--- config.mk ---
export PLATFORM = sky130hd
export DESIGN_NAME = partial_energy_calc_folded_flat
export DESIGN_NICKNAME = d
export VERILOG_FILES = /design/src/rtl/partial_energy_calc_folded_if.sv /design/src/rtl/partial_energy_calc_folded.sv /design/src/flat_wrapper.sv
export SDC_FILE = /design/constraint.sdc
export NUM_CORES = 1
export LEC_CHECK = 0
export ABC_AREA = 0
export ABC_CLOCK_PERIOD_IN_PS = 25500
export BUFFER_PORTS_ARGS = -buffer_cell sky130_fd_sc_hd__buf_4
export CAP_MARGIN = 20
export CORE_MARGIN = 2
export CORE_UTILIZATION = 28
export CTS_BUF_LIST = sky130_fd_sc_hd__clkbuf_8
export DETAILED_ROUTE_END_ITERATION = 8
export PLACE_DENSITY = 0.43
export SETUP_SLACK_MARGIN = 0.05
export SYNTH_ARGS = -nofsm -noshare
export SYNTH_HDL_FRONTEND = slang
export SYNTH_SLANG_ARGS = --single-unit
--- constraint.sdc ---
create_clock -name clk_i -period 25.5 [get_ports clk_i]
set_input_delay 0 -clock clk_i [delete_from_list [all_inputs] [get_ports clk_i]]
set_output_delay 0 -clock clk_i [all_outputs]
set_load 0.02 [all_outputs]
--- src/rtl/partial_energy_calc_folded_if.sv ---
// Handshake bundle for the folded local-energy calculator: start request, streamed weight chunks,
// and the energy result, each on its own valid/ready pair.
interface partial_energy_calc_folded_if #(
    parameter int BITJ             = 4,
    parameter int BITH             = 4,
    parameter int DATASPIN         = 256,
    parameter int PARALLELISM      = 16,
    parameter int SCALING_BIT      = 5,
    parameter int LOCAL_ENERGY_BIT = 16
);
    // Every channel transfers on a clock edge where valid and ready are both high; the
    // producer holds valid and its payload until that edge, and ready never waits on valid.
    logic                          start_valid_i;
    logic                          start_ready_o;
    logic [DATASPIN-1:0]           spin_vector_i;
    logic                          current_spin_i;
    logic [BITH-1:0]               hbias_i;
    logic [SCALING_BIT-1:0]        hscaling_i;
    logic                          weight_valid_i;
    logic                          weight_ready_o;
    logic [PARALLELISM*BITJ-1:0]   weight_i;
    logic                          energy_valid_o;
    logic                          energy_ready_i;
    logic [LOCAL_ENERGY_BIT-1:0]   energy_o;
    logic                          overflow_o;

    modport slave (
        input  start_valid_i, spin_vector_i, current_spin_i, hbias_i, hscaling_i,
        input  weight_valid_i, weight_i, energy_ready_i,
        output start_ready_o, weight_ready_o, energy_valid_o, energy_o, overflow_o
    );

    modport master (
        output start_valid_i, spin_vector_i, current_spin_i, hbias_i, hscaling_i,
        output weight_valid_i, weight_i, energy_ready_i,
        input  start_ready_o, weight_ready_o, energy_valid_o, energy_o, overflow_o
    );
endinterface

--- src/rtl/partial_energy_calc_folded.sv ---
// Time-multiplexed local energy of one spin: s_cur * (sum_j s_j*J_j + h*scale), consuming the
// couplings PARALLELISM at a time into a saturating accumulator with a sticky overflow flag.
module partial_energy_calc_folded #(
    parameter int BITJ             = 4,
    parameter int BITH             = 4,
    parameter int DATASPIN         = 256,
    parameter int PARALLELISM      = 16,
    parameter int SCALING_BIT      = 5,
    parameter int LOCAL_ENERGY_BIT = 16
) (
    input  logic                               clk_i,
    input  logic                               rst_ni,
    partial_energy_calc_folded_if.slave        bus,
    output logic [1:0]                         dbg_state_o
);
    localparam int NUM_CHUNKS = DATASPIN / PARALLELISM;
    localparam int CNT_W      = (NUM_CHUNKS > 1) ? $clog2(NUM_CHUNKS) : 1;
    localparam int SH_W       = (SCALING_BIT > 1) ? $clog2(SCALING_BIT) : 1;
    localparam int L          = LOCAL_ENERGY_BIT;
    // Wide enough that acc + chunk sum and acc + scaled bias never wrap before clamping.
    localparam int SUM_W      = L + BITJ + BITH + SCALING_BIT + $clog2(PARALLELISM) + 1;

    localparam logic signed [SUM_W-1:0] MAX_V = {{(SUM_W-L+1){1'b0}}, {(L-1){1'b1}}};
    localparam logic signed [SUM_W-1:0] MIN_V = {{(SUM_W-L+1){1'b1}}, {(L-1){1'b0}}};

    typedef enum logic [1:0] {
        S_IDLE  = 2'd0,
        S_ACCUM = 2'd1,
        S_FINAL = 2'd2,
        S_DONE  = 2'd3
    } state_e;

    state_e                   state_q, state_d;
    logic [L-1:0]             acc_q, acc_d;
    logic [CNT_W-1:0]         cnt_q, cnt_d;
    logic [DATASPIN-1:0]      spin_q, spin_d;
    logic                     cur_q, cur_d;
    logic [BITH-1:0]          h_q, h_d;
    logic [SCALING_BIT-1:0]   sc_q, sc_d;
    logic [L-1:0]             energy_q, energy_d;
    logic                     ovf_q, ovf_d;

    function automatic logic [L-1:0] sat(input logic signed [SUM_W-1:0] v, output logic clamped);
        logic [L-1:0] res;
        clamped = 1'b1;
        if (v > MAX_V) begin
            res = MAX_V[L-1:0];
        end else if (v < MIN_V) begin
            res = MIN_V[L-1:0];
        end else begin
            res     = v[L-1:0];
            clamped = 1'b0;
        end
        return res;
    endfunction

    logic [DATASPIN-1:0]      spin_shift;
    logic [PARALLELISM-1:0]   chunk_spins;
    logic signed [SUM_W-1:0]  term;
    logic signed [SUM_W-1:0]  chunk_sum;
    logic signed [SUM_W-1:0]  acc_ext;
    logic [L-1:0]             acc_sat;
    logic                     acc_clamp;
    logic                     is_pow2;
    logic [SH_W-1:0]          sh;
    logic signed [SUM_W-1:0]  h_ext;
    logic signed [SUM_W-1:0]  hscaled;
    logic [L-1:0]             local_v;
    logic                     local_clamp;
    logic signed [SUM_W-1:0]  neg_ext;
    logic [L-1:0]             neg_v;
    logic                     neg_clamp;
    logic [L-1:0]             final_v;
    logic                     final_clamp;

    // Datapath: chunk sum for the current weight beat, and the bias/sign finish.
    always_comb begin
        spin_shift  = spin_q >> (cnt_q * PARALLELISM);
        chunk_spins = spin_shift[PARALLELISM-1:0];
        chunk_sum   = '0;
        term        = '0;
        for (int k = 0; k < PARALLELISM; k++) begin
            term      = {{(SUM_W-BITJ){bus.weight_i[k*BITJ+BITJ-1]}}, bus.weight_i[k*BITJ +: BITJ]};
            chunk_sum = chunk_spins[k] ? (chunk_sum + term) : (chunk_sum - term);
        end
        acc_ext = {{(SUM_W-L){acc_q[L-1]}}, acc_q};
        acc_sat = sat(acc_ext + chunk_sum, acc_clamp);

        // Only exact powers of two scale the bias; anything else passes h through unscaled.
        is_pow2 = (sc_q != '0) && ((sc_q & (sc_q - SCALING_BIT'(1))) == '0);
        sh      = '0;
        for (int b = 0; b < SCALING_BIT; b++) begin
            if (sc_q[b]) sh = SH_W'(b);
        end
        h_ext   = {{(SUM_W-BITH){h_q[BITH-1]}}, h_q};
        hscaled = is_pow2 ? (h_ext <<< sh) : h_ext;

        local_v     = sat(acc_ext + hscaled, local_clamp);
        neg_ext     = -{{(SUM_W-L){local_v[L-1]}}, local_v};
        neg_v       = sat(neg_ext, neg_clamp);
        final_v     = cur_q ? local_v : neg_v;
        final_clamp = local_clamp | (~cur_q & neg_clamp);
    end

    always_comb begin
        state_d  = state_q;
        acc_d    = acc_q;
        cnt_d    = cnt_q;
        spin_d   = spin_q;
        cur_d    = cur_q;
        h_d      = h_q;
        sc_d     = sc_q;
        energy_d = energy_q;
        ovf_d    = ovf_q;
        unique case (state_q)
            S_IDLE: begin
                if (bus.start_valid_i) begin
                    spin_d  = bus.spin_vector_i;
                    cur_d   = bus.current_spin_i;
                    h_d     = bus.hbias_i;
                    sc_d    = bus.hscaling_i;
                    acc_d   = '0;
                    cnt_d   = '0;
                    ovf_d   = 1'b0;
                    state_d = S_ACCUM;
                end
            end
            S_ACCUM: begin
                if (bus.weight_valid_i) begin
                    acc_d = acc_sat;
                    ovf_d = ovf_q | acc_clamp;
                    cnt_d = cnt_q + CNT_W'(1);
                    if (cnt_q == CNT_W'(NUM_CHUNKS - 1)) state_d = S_FINAL;
                end
            end
            S_FINAL: begin
                energy_d = final_v;
                ovf_d    = ovf_q | final_clamp;
                state_d  = S_DONE;
            end
            S_DONE: begin
                if (bus.energy_ready_i) state_d = S_IDLE;
            end
            default: state_d = S_IDLE;
        endcase
    end

    always_ff @(posedge clk_i or negedge rst_ni) begin
        if (!rst_ni) begin
            state_q  <= S_IDLE;
            acc_q    <= '0;
            cnt_q    <= '0;
            spin_q   <= '0;
            cur_q    <= 1'b0;
            h_q      <= '0;
            sc_q     <= '0;
            energy_q <= '0;
            ovf_q    <= 1'b0;
        end else begin
            state_q  <= state_d;
            acc_q    <= acc_d;
            cnt_q    <= cnt_d;
            spin_q   <= spin_d;
            cur_q    <= cur_d;
            h_q      <= h_d;
            sc_q     <= sc_d;
            energy_q <= energy_d;
            ovf_q    <= ovf_d;
        end
    end

    assign bus.start_ready_o  = (state_q == S_IDLE);
    assign bus.weight_ready_o = (state_q == S_ACCUM);
    assign bus.energy_valid_o = (state_q == S_DONE);
    assign bus.energy_o       = energy_q;
    assign bus.overflow_o     = ovf_q;
    assign dbg_state_o        = state_q;
endmodule

--- src/flat_wrapper.sv ---
// flat-port wrapper written by rule: the top's interface ports become plain ports
module partial_energy_calc_folded_flat 
#(
    parameter int BITJ             = 4,
    parameter int BITH             = 4,
    parameter int DATASPIN         = 256,
    parameter int PARALLELISM      = 16,
    parameter int SCALING_BIT      = 5,
    parameter int LOCAL_ENERGY_BIT = 16
)
  (clk_i, rst_ni, dbg_state_o, bus_start_valid_i, bus_spin_vector_i, bus_current_spin_i, bus_hbias_i, bus_hscaling_i, bus_weight_valid_i, bus_weight_i, bus_energy_ready_i, bus_start_ready_o, bus_weight_ready_o, bus_energy_valid_o, bus_energy_o, bus_overflow_o);
  partial_energy_calc_folded_if #(.BITJ(BITJ), .BITH(BITH), .DATASPIN(DATASPIN), .PARALLELISM(PARALLELISM), .SCALING_BIT(SCALING_BIT), .LOCAL_ENERGY_BIT(LOCAL_ENERGY_BIT)) bus_i ();
  input  logic clk_i;
  input  logic rst_ni;
  output logic [1:0] dbg_state_o;
  input wire logic [$bits(bus_i.start_valid_i)-1:0] bus_start_valid_i;
  input wire logic [$bits(bus_i.spin_vector_i)-1:0] bus_spin_vector_i;
  input wire logic [$bits(bus_i.current_spin_i)-1:0] bus_current_spin_i;
  input wire logic [$bits(bus_i.hbias_i)-1:0] bus_hbias_i;
  input wire logic [$bits(bus_i.hscaling_i)-1:0] bus_hscaling_i;
  input wire logic [$bits(bus_i.weight_valid_i)-1:0] bus_weight_valid_i;
  input wire logic [$bits(bus_i.weight_i)-1:0] bus_weight_i;
  input wire logic [$bits(bus_i.energy_ready_i)-1:0] bus_energy_ready_i;
  output wire logic [$bits(bus_i.start_ready_o)-1:0] bus_start_ready_o;
  output wire logic [$bits(bus_i.weight_ready_o)-1:0] bus_weight_ready_o;
  output wire logic [$bits(bus_i.energy_valid_o)-1:0] bus_energy_valid_o;
  output wire logic [$bits(bus_i.energy_o)-1:0] bus_energy_o;
  output wire logic [$bits(bus_i.overflow_o)-1:0] bus_overflow_o;
  assign bus_i.start_valid_i = bus_start_valid_i;
  assign bus_i.spin_vector_i = bus_spin_vector_i;
  assign bus_i.current_spin_i = bus_current_spin_i;
  assign bus_i.hbias_i = bus_hbias_i;
  assign bus_i.hscaling_i = bus_hscaling_i;
  assign bus_i.weight_valid_i = bus_weight_valid_i;
  assign bus_i.weight_i = bus_weight_i;
  assign bus_i.energy_ready_i = bus_energy_ready_i;
  assign bus_start_ready_o = bus_i.start_ready_o;
  assign bus_weight_ready_o = bus_i.weight_ready_o;
  assign bus_energy_valid_o = bus_i.energy_valid_o;
  assign bus_energy_o = bus_i.energy_o;
  assign bus_overflow_o = bus_i.overflow_o;
  partial_energy_calc_folded #(.BITJ(BITJ), .BITH(BITH), .DATASPIN(DATASPIN), .PARALLELISM(PARALLELISM), .SCALING_BIT(SCALING_BIT), .LOCAL_ENERGY_BIT(LOCAL_ENERGY_BIT)) u_core (.clk_i(clk_i), .rst_ni(rst_ni), .bus(bus_i), .dbg_state_o(dbg_state_o));
endmodule
---- Word level (Yosys, flattened, before mapping) ----
Index checks and enable logic that the tools add are counted.
operators by class
  add/sub/neg operators ................... 36
  magnitude comparators ................... 6
  equal/unequal tests ..................... 8
  shift operators ......................... 2
  muxes and demuxes ....................... 48
  bitwise operators ....................... 6
  reductions and logical operators ........ 10
operators with widths
  cell                                                                             count
  34-bit two-way mux                                                               17
  34-bit by 4-bit adder with 34-bit output                                         15
  34-bit by 4-bit subtractor with 34-bit output                                    15
  256-bit by 8-bit >> shifter with 16-bit output                                   1
  16-bit two-way mux                                                               9
  34-bit by 16-bit > comparator with 1-bit output (second input constant)          3
  34-bit by 16-bit less-than comparator with 1-bit output (second input constant)  3
  16-bit by 34-bit adder with 34-bit output                                        2
  34-bit negation                                                                  1
  4-bit by 3-bit <<< shifter with 34-bit output                                    1
  16-bit one-hot mux with 2 select lines                                           1
  2-bit two-way mux                                                                6
  1-bit two-way mux                                                                9
  4-bit two-way mux                                                                2
  2-bit one-hot mux with 4 select lines                                            1
  4-bit one-hot mux with 2 select lines                                            1
  2-bit inequality test (second input constant)                                    3
  3-bit AND reduction                                                              2
  5-bit AND                                                                        1
  5-bit logical NOT                                                                1
  5-bit nonzero test                                                               1
  1-bit by 4-bit subtractor with 5-bit output (first input constant)               1
  5-bit by 1-bit subtractor with 5-bit output (second input constant)              1
  4-bit by 1-bit adder with 4-bit output (second input constant)                   1
  15 further kinds                                                                 18
word-level totals
  flip-flop bits (word level) ............. 305
  bits of input ports ..................... 335
  output and inout bits ................... 22
  logic and storage cells ................. 125

---- Logic depth before layout (Yosys ltp) ----
  word-level depth ........................ 39
  gate-level depth with buffers ........... 111
  gate-level depth less buffers ........... 102

---- Least setup slack after synthesis ----
No wires, ideal clock.
  kind .................................... reg2reg
  start ................................... register u_core.cnt_q[0]
  end ..................................... register u_core.acc_q[12]
  library setup time ...................... 126 ps
  arrival ................................. 20811 ps
  data required time ...................... 25374 ps
  slack ................................... 4563 ps
  cell stages (with the launch flop) ...... 102
  buffers on the path ..................... 9
  clock period less this slack ............ 20937 ps
  cells stage by stage .................... dfrtp_1 buf_6 buf_12 buf_12 buf_12 buf_6 buf_6 buf_1 mux4_2 mux4_2 clkbuf_1 mux2_2 fa_1 a21o_1 a21oi_1 nand2b_1 a21oi_1 o21ai_0 [... 66 more ...] xnor2_1 ha_1 a21o_1 a31oi_1 a21oi_1 xor2_1 ha_1 nand4_1 o21ai_0 a21oi_1 xor3_1 xnor2_1 xnor3_1 xnor3_2 nand2b_4 nor2_4 buf_6 a221o_1
on the way
  cells in the longest elaborated chain, start to end .. 38
  elaborated cells between the ends (all ways) .. 54
  classes of those cells .................. 31 x add/sub; 2 x order compare; 1 x shift; 20 x mux
ends and longest elaborated chain
  item                                                                                                              line                               text
  start: declaration                                                                                                partial_energy_calc_folded.sv:35   logic [CNT_W-1:0] cnt_q, cnt_d;
  start signal: assignment                                                                                          partial_energy_calc_folded.sv:162  cnt_q <= cnt_d;
  256-bit by 8-bit >> shifter with 16-bit output *                                                                  partial_energy_calc_folded.sv:78   spin_shift = spin_q >> (cnt_q * PARALLELISM);
  34-bit two-way mux                                                                                                partial_energy_calc_folded.sv:84   chunk_sum = chunk_spins[k] ? (chunk_sum + term) : (chunk_sum - term);
  34-bit by 4-bit subtractor with 34-bit output / 34-bit by 4-bit adder with 34-bit output (equally long branches)  partial_energy_calc_folded.sv:84
  34-bit two-way mux                                                                                                partial_energy_calc_folded.sv:84
  34-bit by 4-bit subtractor with 34-bit output / 34-bit by 4-bit adder with 34-bit output (equally long branches)  partial_energy_calc_folded.sv:84
  34-bit two-way mux                                                                                                partial_energy_calc_folded.sv:84
  34-bit by 4-bit subtractor with 34-bit output / 34-bit by 4-bit adder with 34-bit output (equally long branches)  partial_energy_calc_folded.sv:84
  34-bit two-way mux                                                                                                partial_energy_calc_folded.sv:84
  [... 22 more ...]                                                                                                 n/a
  34-bit by 4-bit subtractor with 34-bit output / 34-bit by 4-bit adder with 34-bit output (equally long branches)  partial_energy_calc_folded.sv:84
  34-bit two-way mux *                                                                                              partial_energy_calc_folded.sv:84
  16-bit by 34-bit adder with 34-bit output *                                                                       partial_energy_calc_folded.sv:87   acc_sat = sat(acc_ext + chunk_sum, acc_clamp);
  34-bit by 16-bit less-than comparator with 1-bit output                                                           partial_energy_calc_folded.sv:48   end else if (v < MIN_V) begin
  16-bit two-way mux                                                                                                partial_energy_calc_folded.sv:48
  16-bit two-way mux *                                                                                              partial_energy_calc_folded.sv:46   if (v > MAX_V) begin
  16-bit two-way mux *                                                                                              partial_energy_calc_folded.sv:129  if (bus.weight_valid_i) begin
  16-bit one-hot mux with 2 select lines *                                                                          partial_energy_calc_folded.sv:115  unique case (state_q)
  end signal: assignment                                                                                            partial_energy_calc_folded.sv:151  acc_q <= '0;
  end signal: assignment                                                                                            partial_energy_calc_folded.sv:161  acc_q <= acc_d;
  end: declaration                                                                                                  partial_energy_calc_folded.sv:34   logic [L-1:0] acc_q, acc_d;
Mark *: on every way between the ends. The rest lies on a longest branch, timed or not. The select of a mux whose other input is x is not followed.
A chain may end at the register's enable or synchronous reset.

---- Worst setup path in the final report ----
  start ................................... register u_core.cnt_q[0]
  end ..................................... register u_core.acc_q[6]
Same word-level chain as after synthesis.

==> results.md <==
- # port buffers: 356
- CTS tree: done
- DRT antenna net count: 0
- Sequential fraction of the synthesis area: 18.8%
- Number of global-route vias before repair: 36,700
- Via Count: 36,800
- Filler instances: 15,000
- Syn nets: 5,570
- Largest net degree at the start of global routing: 180
- Final worst path period share: 91.3%
- Share of the synthesized area in the top cell type: 18.8%
- Post-synthesis cell type count: 100
- Post-synthesis cell area: 40,700 um2
- WP data arrival: 23.89 ns
- Asr flop ratio synth: 100%
- Worst-Skew Late Latency: 0.68 ns
- R2R Setup Slk: 2.23 ns
- Final hold violations: 0
- GRT overflow: 0
- Slowest cell on the critical path: dfrtp_4
- Worst Path Max Fanout: 33
- DIE WIDTH: 385 um
- Hold Crit Class: in -> reg
- Slowest stage delay, CP: 0.87 ns
- Initial antenna violation count: 26
- Gr usage total: 18.2%
- CP Class: reg -> reg
- Placer Congestion: 0.877
- Slew Limit Fails: 0
- Max Cap Viol: 0
- Num CTS Buffers: 53
- WL final: 138,000 um
- Main synth FF type: dfrtp_1
- Die Span Y: 385 um
- Num rows: 139
- Avg WL per Cell: 19.1 um
- CTS max path bufs: 3
- Nets@finish: 6,225
- Initial Util: 28.3%
- Final period demand of the worst path: 23.27 ns
- Max Freq: 43.0 MHz
- TNS Setup: 0 ns
- RSZ-0062 raised after global routing: false
- Buffers & Inverters on Critical Path: 1
- Outcome: finished clean
- Tightest Pin Transition: 1.15 ns
- Clock Sinks: 305
- Syn avg cell area: 8.80 um2
- Crit path max-delay family: compound AO/OA/AOI/OAI gates
- Clk_skew: 0.0525 ns
- Detailed Place HPWL: 114,000 um
- Post-Syn Instances: 4,625
- Layout cells sized above 1: 16.3%
- Remaining DRCs: 0
- Core area: 144,000 um2
- Post-CTS setup buffer count: 0
- I/O pin cnt: 357
- Post-synth EDFFs: 0
- CP Capture Type: register
- CTS Root Cell: clkbuf_8
- Clock slew at reported path FFs: 0.07 ns
- DRT iter0 DRCs: 1,971
- Vias/cell: 5.09
- Largest area contributor in the netlist: dfrtp_1
- Rel. slew slack: 23.4%
- Die area: 148,000 um2
- Worst setup SP type: register
- CTS H-tree depth: 2
- First-pass GRT wire length: 212,000 um
- CP required: 26.12 ns
- Area Overhead vs Synth: 22.4%
- Syn. warnings: 0
- Synthesized flop and latch total: 305
- Cell repeated most along the worst path: ha_1
- Largest cells by area after synthesis: dfrtp_1 (19%), ha_1 (18%), xnor2_1 (8.2%)
- Final Setup Violations: 0
- First-pass detailed-route iteration total: 5
[repair_timing]
| item | in CTS | in global routing |
|---|---|---|
| endpoints found under the hold margin | 378 | 0 |
| hold buffers | 293 | 0 |
| gates resized for setup | 0 | 0 |
[cells in the mapped netlist (15+ instances only)]
cell	count
o211ai_1	18
nor2_1	302
a221oi_1	19
mux2_2	288
a21oi_1	456
and3_1	38
o21bai_1	128
dfrtp_1	305
nand4_1	35
mux4_2	34
inv_1	239
fa_1	19
a21o_1	210
or2_2	15
nor3_1	52
o21a_1	67
a221o_1	18
nand2b_1	69
ha_1	591
xnor2_1	379
nand2_1	264
xor2_1	131
nor2b_1	44
a211oi_1	38
and2_1	21
a31oi_1	47
mux2i_1	56
nand3_1	70
or3_1	41
o21ai_0	253
mux4_1	18
clkbuf_1	72
[cells by family after synthesis]
family          count (synthesis)  synth area share, %
xor+xnor                      517                 11.4
compound gates               1443                 22.9
buf+inv                       342                 3.44
mux                           399                 12.5
fa+ha+maj                     610                 19.1
simple gates                 1009                 11.9
flops                         305                 18.8
[cell type report]
cell class | instances | area [um2] | area share (%)
Tap cell | 1903 | 2380 | 4.78
Timing Repair Buffer | 701 | 6030 | 12.1
Sequential cell | 305 | 7640 | 15.3
Clock buffer | 66 | 908 | 1.82
Clock inverter | 32 | 258 | 0.518
Antenna cell | 6 | 15.0 | 0.0301
Inverter | 241 | 905 | 1.82
Multi-Input combinational cell | 3978 | 31700 | 63.6
[metrics by stage]
stage	hold WS [ns]	util, %	std cells	worst slack (ns)	area, um2
after CTS	0.0264	34.6	7224	2.24	49800
final	0.0942	34.6	7232	2.23	49800
after global routing	0.0568	34.6	7232	0.212	49800
after detailed placement	0.147	31.7	6833	2.41	45700
after floorplan	-0.296	-	4625	4.56	40700
after global placement	0.156	31.7	6833	2.22	45700
[routing by layer]
| layer | part of all wire [%] | vias to the layer above | wire, um | GRT usage, % |
|---|---|---|---|---|
| met5 | 0.13 | - | 182 | 0 |
| met3 | 4.4 | 121 | 6100 | 2.77 |
| met4 | 1.5 | 28 | 2040 | 3.07 |
| met2 | 46 | 669 | 63900 | 30.6 |
| met1 | 48 | 17600 | 65700 | 24.7 |
| li1 | - | 18400 | - | - |
[registers in the layout, indices dropped and copies added (netlist names)]
| register | cells |
|---|---|
| u_core.h_q | 4 |
| u_core.spin_q | 256 |
| u_core.acc_q | 16 |
| u_core.sc_q | 5 |
| u_core.bus.energy_o | 16 |
| u_core.bus.overflow_o | 1 |
| u_core.dbg_state_o | 2 |
| u_core.cur_q | 1 |
| u_core.cnt_q | 4 |
[final timing paths]
kind / depth (start not counted) / from / to
min in group asynchronous: 3 / rst_ni / u_core.spin_q[126]
hold / removal: 3 / bus_spin_vector_i[240] / u_core.spin_q[240]
setup / recovery: 92 / u_core.cnt_q[0] / u_core.acc_q[6]
hold reg to reg: 1 / u_core.bus.energy_o[5] / u_core.bus.energy_o[5]
max in group asynchronous: 4 / rst_ni / u_core.spin_q[137]
setup reg to reg: 92 / u_core.cnt_q[0] / u_core.acc_q[6]
[worst reg2reg max path: cells and delay by family, from the launching register on]
family          cells  cell delay, ns
compound gates     34            8.42
fa+ha+maj          16            5.54
simple gates       22            3.82
xor+xnor           16            2.84
mux                 3            1.63
flops               1            0.87
buf+inv             1            0.09
[cells in the final DEF (no fill, tap or decap), types with 131 or more instances in the layout]
cell type	Yosys	layout
ha_1	591	591
xor2_1	131	131
a21o_1	210	210
dlygate4sd3_1	0	292
o21ai_0	253	250
nor2_1	302	302
buf_4	3	405
nand2_1	264	263
dfrtp_1	305	302
a21oi_1	456	456
mux2_2	288	288
inv_1	239	259
xnor2_1	379	379
Power is left out: the tool's default activity adds up to more than one toggle a clock period on the data nets, which glitch-free logic cannot reach.
